[config.mk]
export PLATFORM = sky130hd
export DESIGN_NAME = dds_ctrl_regs_flat
export DESIGN_NICKNAME = d
export VERILOG_FILES = /design/src/rtl/dds_ctrl_regs_if.sv /design/src/rtl/dds_ctrl_regs.sv /design/src/flat_wrapper.sv
export SDC_FILE = /design/constraint.sdc
export NUM_CORES = 1
export LEC_CHECK = 0
export CORE_ASPECT_RATIO = 1.75
export CORE_MARGIN = 10
export CORE_UTILIZATION = 32
export DETAILED_ROUTE_END_ITERATION = 8
export MAX_ROUTING_LAYER = met4
export PLACE_DENSITY_LB_ADDON = 0.1
export SLEW_MARGIN = 10
export SYNTH_ARGS = -nofsm -noshare
export SYNTH_HDL_FRONTEND = slang
export SYNTH_SLANG_ARGS = --single-unit
[constraint.sdc]
create_clock -name sys_clk -period 4.6 [get_ports sys_clk]
set_clock_uncertainty 0.2 [all_clocks]
set_input_delay 0.92 -clock sys_clk [delete_from_list [all_inputs] [get_ports sys_clk]]
set_output_delay 0.92 -clock sys_clk [all_outputs]
set_load 0.02 [all_outputs]
[src/rtl/dds_ctrl_regs_if.sv]
// Control bus from the front-panel register block to the per-channel DDS phase accumulators and wave ROMs.
// Channel k occupies slice [k*W +: W] of each per-channel vector.
interface dds_ctrl_regs_if #(
   parameter int NUM_CH  = 2,
   parameter int FREQ_W  = 32,
   parameter int PHASE_W = 10
);
   logic [NUM_CH*4-1:0]       wave_select;
   logic [NUM_CH*FREQ_W-1:0]  freq_ctrl;
   logic [NUM_CH*PHASE_W-1:0] phase_ctrl;
   logic                      phase_sync;
   logic                      busy;

   modport master (
      output wave_select, freq_ctrl, phase_ctrl, phase_sync, busy
   );

   modport slave (
      input wave_select, freq_ctrl, phase_ctrl, phase_sync, busy
   );
endinterface

[src/rtl/dds_ctrl_regs.sv]
// Debounced key front panel staging per-channel DDS frequency/phase/wave; commit applies freq+phase atomically.
// Latency: commit event to new outputs 2*DATA_W+2 cycles; no backpressure, a commit arriving while busy is dropped.
module dds_ctrl_regs #(
   parameter int NUM_CH     = 2,
   parameter int DATA_W     = 8,
   parameter int FREQ_W     = 32,
   parameter int PHASE_W    = 10,
   parameter int FREQ_SCALE = 179,
   parameter int RST_FREQ   = 1000,
   parameter int DEB_CNT    = 240000,
   localparam int CW        = (NUM_CH > 1) ? $clog2(NUM_CH) : 1
) (
   input  logic              sys_clk,
   input  logic              sys_rst,
   input  logic [CW-1:0]     ch_sel,
   input  logic              key_wave,
   input  logic              key_fre_h,
   input  logic              key_fre_l,
   input  logic              key_pha,
   input  logic              key_commit,
   input  logic [DATA_W-1:0] data_in,
   dds_ctrl_regs_if.master   ctrl
);
   localparam int CODE_W = 2 * DATA_W;
   localparam int DW     = $clog2(DEB_CNT + 1);
   localparam int MW     = $clog2(CODE_W + 1);
   localparam logic [FREQ_W-1:0] RST_WORD = FREQ_W'(longint'(RST_FREQ) * longint'(FREQ_SCALE));

   typedef enum logic [1:0] {IDLE, MUL, LOAD} state_t;

   logic [4:0]        key_raw, key_s1, key_s2, key_ev;
   logic [CW-1:0]     ch_s1, ch_s2;
   logic [DATA_W-1:0] dat_s1, dat_s2;

   assign key_raw = {key_commit, key_pha, key_fre_l, key_fre_h, key_wave};

   always_ff @(posedge sys_clk) begin
      if (sys_rst) begin
         key_s1 <= '1;
         key_s2 <= '1;
         ch_s1  <= '0;
         ch_s2  <= '0;
         dat_s1 <= '0;
         dat_s2 <= '0;
      end else begin
         key_s1 <= key_raw;
         key_s2 <= key_s1;
         ch_s1  <= ch_sel;
         ch_s2  <= ch_s1;
         dat_s1 <= data_in;
         dat_s2 <= dat_s1;
      end
   end

   // A key only changes accepted level after DEB_CNT consecutive differing samples.
   for (genvar k = 0; k < 5; k++) begin : g_deb
      logic [DW-1:0] cnt;
      logic          acc;
      logic          hit;

      assign hit = (key_s2[k] != acc) && (cnt == DW'(DEB_CNT - 1));

      always_ff @(posedge sys_clk) begin
         if (sys_rst) begin
            cnt <= '0;
            acc <= 1'b1;
         end else if (key_s2[k] == acc) begin
            cnt <= '0;
         end else if (hit) begin
            cnt <= '0;
            acc <= key_s2[k];
         end else begin
            cnt <= cnt + DW'(1);
         end
      end

      assign key_ev[k] = hit & acc;
   end

   logic ch_ok;
   logic ev_wave, ev_fre_h, ev_fre_l, ev_pha, ev_commit;

   assign ch_ok     = 32'(ch_s2) < NUM_CH;
   assign ev_wave   = key_ev[0] & ch_ok;
   assign ev_fre_h  = key_ev[1] & ch_ok;
   assign ev_fre_l  = key_ev[2] & ~key_ev[1] & ch_ok;
   assign ev_pha    = key_ev[3] & ch_ok;
   assign ev_commit = key_ev[4] & ch_ok;

   function automatic logic [3:0] wave_next(input logic [3:0] w);
      case (w)
         4'd0:    wave_next = 4'd1;
         4'd1:    wave_next = 4'd2;
         4'd2:    wave_next = 4'd4;
         4'd4:    wave_next = 4'd8;
         default: wave_next = 4'd0;
      endcase
   endfunction

   logic [NUM_CH-1:0][3:0]         wave_q;
   logic [NUM_CH-1:0][CODE_W-1:0]  stage_code;
   logic [NUM_CH-1:0][PHASE_W-1:0] stage_pha;

   always_ff @(posedge sys_clk) begin
      if (sys_rst) begin
         wave_q     <= '0;
         stage_code <= {NUM_CH{CODE_W'(RST_FREQ)}};
         stage_pha  <= '0;
      end else begin
         if (ev_wave)
            wave_q[ch_s2] <= wave_next(wave_q[ch_s2]);
         if (ev_fre_h)
            stage_code[ch_s2][CODE_W-1 -: DATA_W] <= dat_s2;
         else if (ev_fre_l)
            stage_code[ch_s2][DATA_W-1:0] <= dat_s2;
         if (ev_pha)
            stage_pha[ch_s2] <= PHASE_W'(dat_s2) << (PHASE_W - DATA_W);
      end
   end

   state_t state_q, state_d;
   logic [MW-1:0] mul_cnt;

   always_ff @(posedge sys_clk) begin
      if (sys_rst) state_q <= IDLE;
      else         state_q <= state_d;
   end

   always_comb begin
      state_d = state_q;
      case (state_q)
         IDLE:    if (ev_commit) state_d = MUL;
         MUL:     if (mul_cnt == MW'(CODE_W - 1)) state_d = LOAD;
         LOAD:    state_d = IDLE;
         default: state_d = IDLE;
      endcase
   end

   logic [CW-1:0]                  snap_ch;
   logic [PHASE_W-1:0]             snap_pha;
   logic [CODE_W-1:0]              mul_code;
   logic [FREQ_W-1:0]              mul_cand, prod;
   logic [NUM_CH-1:0][FREQ_W-1:0]  freq_q;
   logic [NUM_CH-1:0][PHASE_W-1:0] phase_q;
   logic                           sync_q, all_eq;

   // Accumulators are cleared only when the new word makes every channel identical.
   always_comb begin
      all_eq = 1'b1;
      for (int i = 0; i < NUM_CH; i++)
         if (CW'(i) != snap_ch && freq_q[i] != prod) all_eq = 1'b0;
   end

   always_ff @(posedge sys_clk) begin
      if (sys_rst) begin
         snap_ch  <= '0;
         snap_pha <= '0;
         mul_code <= '0;
         mul_cand <= '0;
         prod     <= '0;
         mul_cnt  <= '0;
         freq_q   <= {NUM_CH{RST_WORD}};
         phase_q  <= '0;
         sync_q   <= 1'b0;
      end else begin
         sync_q <= 1'b0;
         case (state_q)
            IDLE: if (ev_commit) begin
               snap_ch  <= ch_s2;
               snap_pha <= stage_pha[ch_s2];
               mul_code <= stage_code[ch_s2];
               mul_cand <= FREQ_W'(FREQ_SCALE);
               prod     <= '0;
               mul_cnt  <= '0;
            end
            MUL: begin
               if (mul_code[0]) prod <= prod + mul_cand;
               mul_cand <= mul_cand << 1;
               mul_code <= mul_code >> 1;
               mul_cnt  <= mul_cnt + MW'(1);
            end
            LOAD: begin
               freq_q[snap_ch]  <= prod;
               phase_q[snap_ch] <= snap_pha;
               sync_q           <= all_eq;
            end
            default: ;
         endcase
      end
   end

   assign ctrl.wave_select = wave_q;
   assign ctrl.freq_ctrl   = freq_q;
   assign ctrl.phase_ctrl  = phase_q;
   assign ctrl.phase_sync  = sync_q;
   assign ctrl.busy        = (state_q != IDLE);
endmodule

[src/flat_wrapper.sv]
// flat-port wrapper written by rule: the top's interface ports become plain ports
module dds_ctrl_regs_flat 
#(
   parameter int NUM_CH     = 2,
   parameter int DATA_W     = 8,
   parameter int FREQ_W     = 32,
   parameter int PHASE_W    = 10,
   parameter int FREQ_SCALE = 179,
   parameter int RST_FREQ   = 1000,
   parameter int DEB_CNT    = 240000,
   localparam int CW        = (NUM_CH > 1) ? $clog2(NUM_CH) : 1
)
  (sys_clk, sys_rst, ch_sel, key_wave, key_fre_h, key_fre_l, key_pha, key_commit, data_in, ctrl_wave_select, ctrl_freq_ctrl, ctrl_phase_ctrl, ctrl_phase_sync, ctrl_busy);
  dds_ctrl_regs_if #(.NUM_CH(NUM_CH), .FREQ_W(FREQ_W), .PHASE_W(PHASE_W)) ctrl_i ();
  input  logic sys_clk;
  input  logic sys_rst;
  input  logic [CW-1:0] ch_sel;
  input  logic key_wave;
  input  logic key_fre_h;
  input  logic key_fre_l;
  input  logic key_pha;
  input  logic key_commit;
  input  logic [DATA_W-1:0] data_in;
  output wire logic [$bits(ctrl_i.wave_select)-1:0] ctrl_wave_select;
  output wire logic [$bits(ctrl_i.freq_ctrl)-1:0] ctrl_freq_ctrl;
  output wire logic [$bits(ctrl_i.phase_ctrl)-1:0] ctrl_phase_ctrl;
  output wire logic [$bits(ctrl_i.phase_sync)-1:0] ctrl_phase_sync;
  output wire logic [$bits(ctrl_i.busy)-1:0] ctrl_busy;
  assign ctrl_wave_select = ctrl_i.wave_select;
  assign ctrl_freq_ctrl = ctrl_i.freq_ctrl;
  assign ctrl_phase_ctrl = ctrl_i.phase_ctrl;
  assign ctrl_phase_sync = ctrl_i.phase_sync;
  assign ctrl_busy = ctrl_i.busy;
  dds_ctrl_regs #(.NUM_CH(NUM_CH), .DATA_W(DATA_W), .FREQ_W(FREQ_W), .PHASE_W(PHASE_W), .FREQ_SCALE(FREQ_SCALE), .RST_FREQ(RST_FREQ), .DEB_CNT(DEB_CNT)) u_core (.sys_clk(sys_clk), .sys_rst(sys_rst), .ch_sel(ch_sel), .key_wave(key_wave), .key_fre_h(key_fre_h), .key_fre_l(key_fre_l), .key_pha(key_pha), .key_commit(key_commit), .data_in(data_in), .ctrl(ctrl_i));
endmodule
==> qor.txt <==
Status: completed
RSZ-0062 raised after global routing: false
Combinational power share: 1.5%
Clock root buffer master: clkbuf_16
Largest stage delay, worst path: 0.45 ns
Max Slew Vio Count: 0
CP Launch Type: flip-flop
Reg power frac: 49.7%
Ys async rst share: 0%
Worst EP arrival: 3.45 ns
GP Congestion: 0.849
Number of vias per cell: 4.94
Routed wire per std cell: 17.6 um
Reg2Reg Setup Slack: 1.38 ns
Cells along the critical path: ha_1, inv_1, fa_1, nand2b_1, a211oi_1, o31ai_1, o211ai_1, o21ai_1, o21ai_0, xor2_1, a22o_1
Routed wire length: 45.9 mm
Final HPWL DP: 33.4 mm
TNS Setup: 0 ns
All-Layer GR Usage: 15.5%
Critical Path RT: 4.84 ns
Largest net degree at the start of global routing: 93
CTS Buffer Depth: 3
CTS tree: built
P_int: 4870 uW
Pwr Density: 333 nW/um2
Sw power: 1380 uW
Layout net count: 1984
Minimum clock period: 3.22 ns
Synth Cell Area: 15900 um2
Hold Crit Class: flip-flop to flip-flop
Die W: 189 um
Yosys Warn Count: 0
Sw frac: 22.1%
Final setup fails: 0
Cts repair resizes: 0
CP Class: flip-flop to flip-flop
Fraction of layout cells with a size suffix above 1: 5.63%
First-pass GRT wire length: 72.6 mm
CP max-delay cell: dfxtp_1
Clock-pin slew on the worst setup and hold paths: 0.06 ns
Clock network power share: 48.8%
Die area: 59400 um2
Rows: 108
Worst skew pair latency: 0.55 ns
Congestion Overflow GR: 0
Starting Density: 32.2%
Pleak: 0.00679 uW
Core area: 49500 um2
Post-CTS Setup Bufs: 0
Worst vdd rail ir drop: 0.243 mV
Max FO, Critical Path: 6
Mean area per synthesized cell: 8.54 um2
Post-synthesis sequential area ratio: 44.8%
EDFF count, synth: 0
Worst setup EP type: flip-flop
Final Hold Viols: 0
Period utilization: 69.9%
Post-Synthesis Cells: 1863
First-pass iteration count of the detailed router: 5
Dominant synthesized flop cell: dfxtp_1
Number of distinct library cells after synthesis: 73
Inserted Diodes: 0
Post-DP Area: 17500 um2
Fmax: 311 MHz
Iteration-0 DRC Markers: 475
Vias in the first global route: 12881
Least-Margin Pin Slew: 1.28 ns
Vias: 12910
CTS H-tree depth: 2
Layout area overhead: 18.1%
Die height: 315 um
Total CTS buffers: 38
Finished Cell Area: 18800 um2
Hold_buf cts: 0
IO Port Bufs: 105
Clock Sinks: 356
Max-cap viol count: 0
Final ANT Viol Nets: 0
Initial antenna violation count: 0
Tightest slew margin relative to the limit: 14.0%
# DRC: 0
Synthesized flop and latch total: 356
IO Pins: 110
state kept, by name (all words and copies together), names as in the netlist, 2 cells and up:
| name | count |
|---|---|
| u_core.ctrl.freq_ctrl | 64 |
| u_core.ctrl.phase_ctrl | 16 |
| u_core.ctrl.wave_select | 8 |
| u_core.dat_s1 | 8 |
| u_core.dat_s2 | 8 |
| u_core.g_deb.acc | 5 |
| u_core.g_deb.cnt | 90 |
| u_core.key_s1 | 5 |
| u_core.key_s2 | 5 |
| u_core.mul_cand | 32 |
| u_core.mul_cnt | 5 |
| u_core.mul_code | 16 |
| u_core.prod | 32 |
| u_core.snap_pha | 8 |
| u_core.stage_code | 32 |
| u_core.stage_pha | 16 |
| u_core.state_q | 2 |
worst paths after layout:
kind / depth (start not counted) / end / startpoint
worst min-delay path: 1 / u_core.key_s2[1] / u_core.key_s1[1]
worst min register to register: 1 / u_core.key_s2[1] / u_core.key_s1[1]
worst max register to register: 11 / u_core.prod[30] / u_core.prod[0]
worst max-delay path: 11 / u_core.prod[30] / u_core.prod[0]
worst max-delay path, delay by kind of cell (launching register included):
| kind | cells | cell delay (ns) |
|---|---|---|
| flops | 1 | 0.45 |
| xor+xnor | 1 | 0.10 |
| buf+inv | 1 | 0.06 |
| fa+ha+maj | 2 | 0.60 |
| compound gates | 6 | 1.51 |
| simple gates | 1 | 0.19 |
synthesized netlist by cell type (5+ instances only):
master	instances	share of area (%)
dfxtp_1	356	45
nand2_1	305	7.2
nor2_1	197	4.6
a21oi_1	163	5.1
nand3_1	105	3.3
xor2_1	87	4.8
clkbuf_1	80	1.9
xnor2_1	79	4.4
mux2i_1	77	4.8
ha_1	38	3.0
nor2b_1	31	1.2
inv_1	25	0.59
nand4_1	25	0.98
nor3_1	22	0.69
and3_1	21	0.83
o21ai_0	20	0.63
nor4_1	18	0.71
o211ai_1	18	0.85
a22o_1	14	0.77
or2_2	14	0.55
a21o_1	13	0.61
a211oi_1	11	0.52
a31oi_1	10	0.39
or3_1	10	0.39
and4_1	8	0.44
buf_1	8	0.19
nand2b_1	8	0.31
a22oi_1	7	0.33
buf_2	7	0.22
nand4b_1	7	0.39
o21bai_1	7	0.33
buf_4	6	0.28
o21ai_1	5	0.16
layout make-up:
class,instances,area [um2]
repair buffers,125,1200
multi-input cells,1383,8290
inverters,25,93.8
well taps,660,826
clock buffers,55,1110
clock inverters,9,124
flip-flops and latches,356,7130
fillers,5172,30700
layer usage:
layer	global-route usage, %	vias to the layer above	wire length, um
li1	-	6496	-
met3	2.28	93	1520
met2	29.0	255	24700
met1	15.0	6066	17100
met5	-	-	0
met4	8.58	0	2540
stage by stage:
step	total power [uW]	utilization (%)	std cells	hold WS, ns	setup WS, ns
finish	6250	38.0	2613	0.208	1.38
global route	6510	38.0	2613	0.222	0.973
CTS	6380	38.0	2613	0.209	1.33
detailed placement	3270	35.5	2549	0.195	1.35
global placement	3270	35.5	2549	0.198	1.43
floorplan	3240	-	1866	0.189	1.80
cell usage in the layout, fill, tap and decap left out, types with 5 or more instances in the layout:
master           instances
dfxtp_1                355
nand2_1                305
nor2_1                 195
a21oi_1                163
nand3_1                105
clkdlybuf4s50_1        104
xor2_1                  87
xnor2_1                 79
mux2i_1                 77
ha_1                    38
clkbuf_16               38
nor2b_1                 30
nand4_1                 25
inv_1                   24
nor3_1                  22
and3_1                  21
o21ai_0                 20
buf_4                   20
nor4_1                  18
o211ai_1                18
or2_2                   14
a22o_1                  14
a21o_1                  13
a211oi_1                11
a31oi_1                 10
or3_1                   10
clkbuf_8                10
and4_1                   8
nand2b_1                 7
nand4b_1                 7
o21bai_1                 7
a22oi_1                  7
clkbuf_1                 7
o21ai_1                  5
power by group through the flow:
stage               registers, uW  logic, uW  clock network [uW]
floorplan                    3170       64.8                   0
global placement             3180       92.8                   0
detailed placement           3180       93.5                   0
CTS                          3110       93.6                3180
global route                 3110        100                3300
finish                       3110       90.9                3050
logic make-up after synthesis:
family	count (synthesis)	synth area share (%)
AO/OA/AOI/OAI	292	11.2
AND/OR/NAND/NOR	805	23.6
other	1	0.0236
buffers and inverters	127	3.24
multiplexers	77	4.85
XOR/XNOR	166	9.14
adder cells (fa/ha/maj)	39	3.12
flip-flops	356	44.8
No activity file was read; power rests on OpenSTA's default activity.
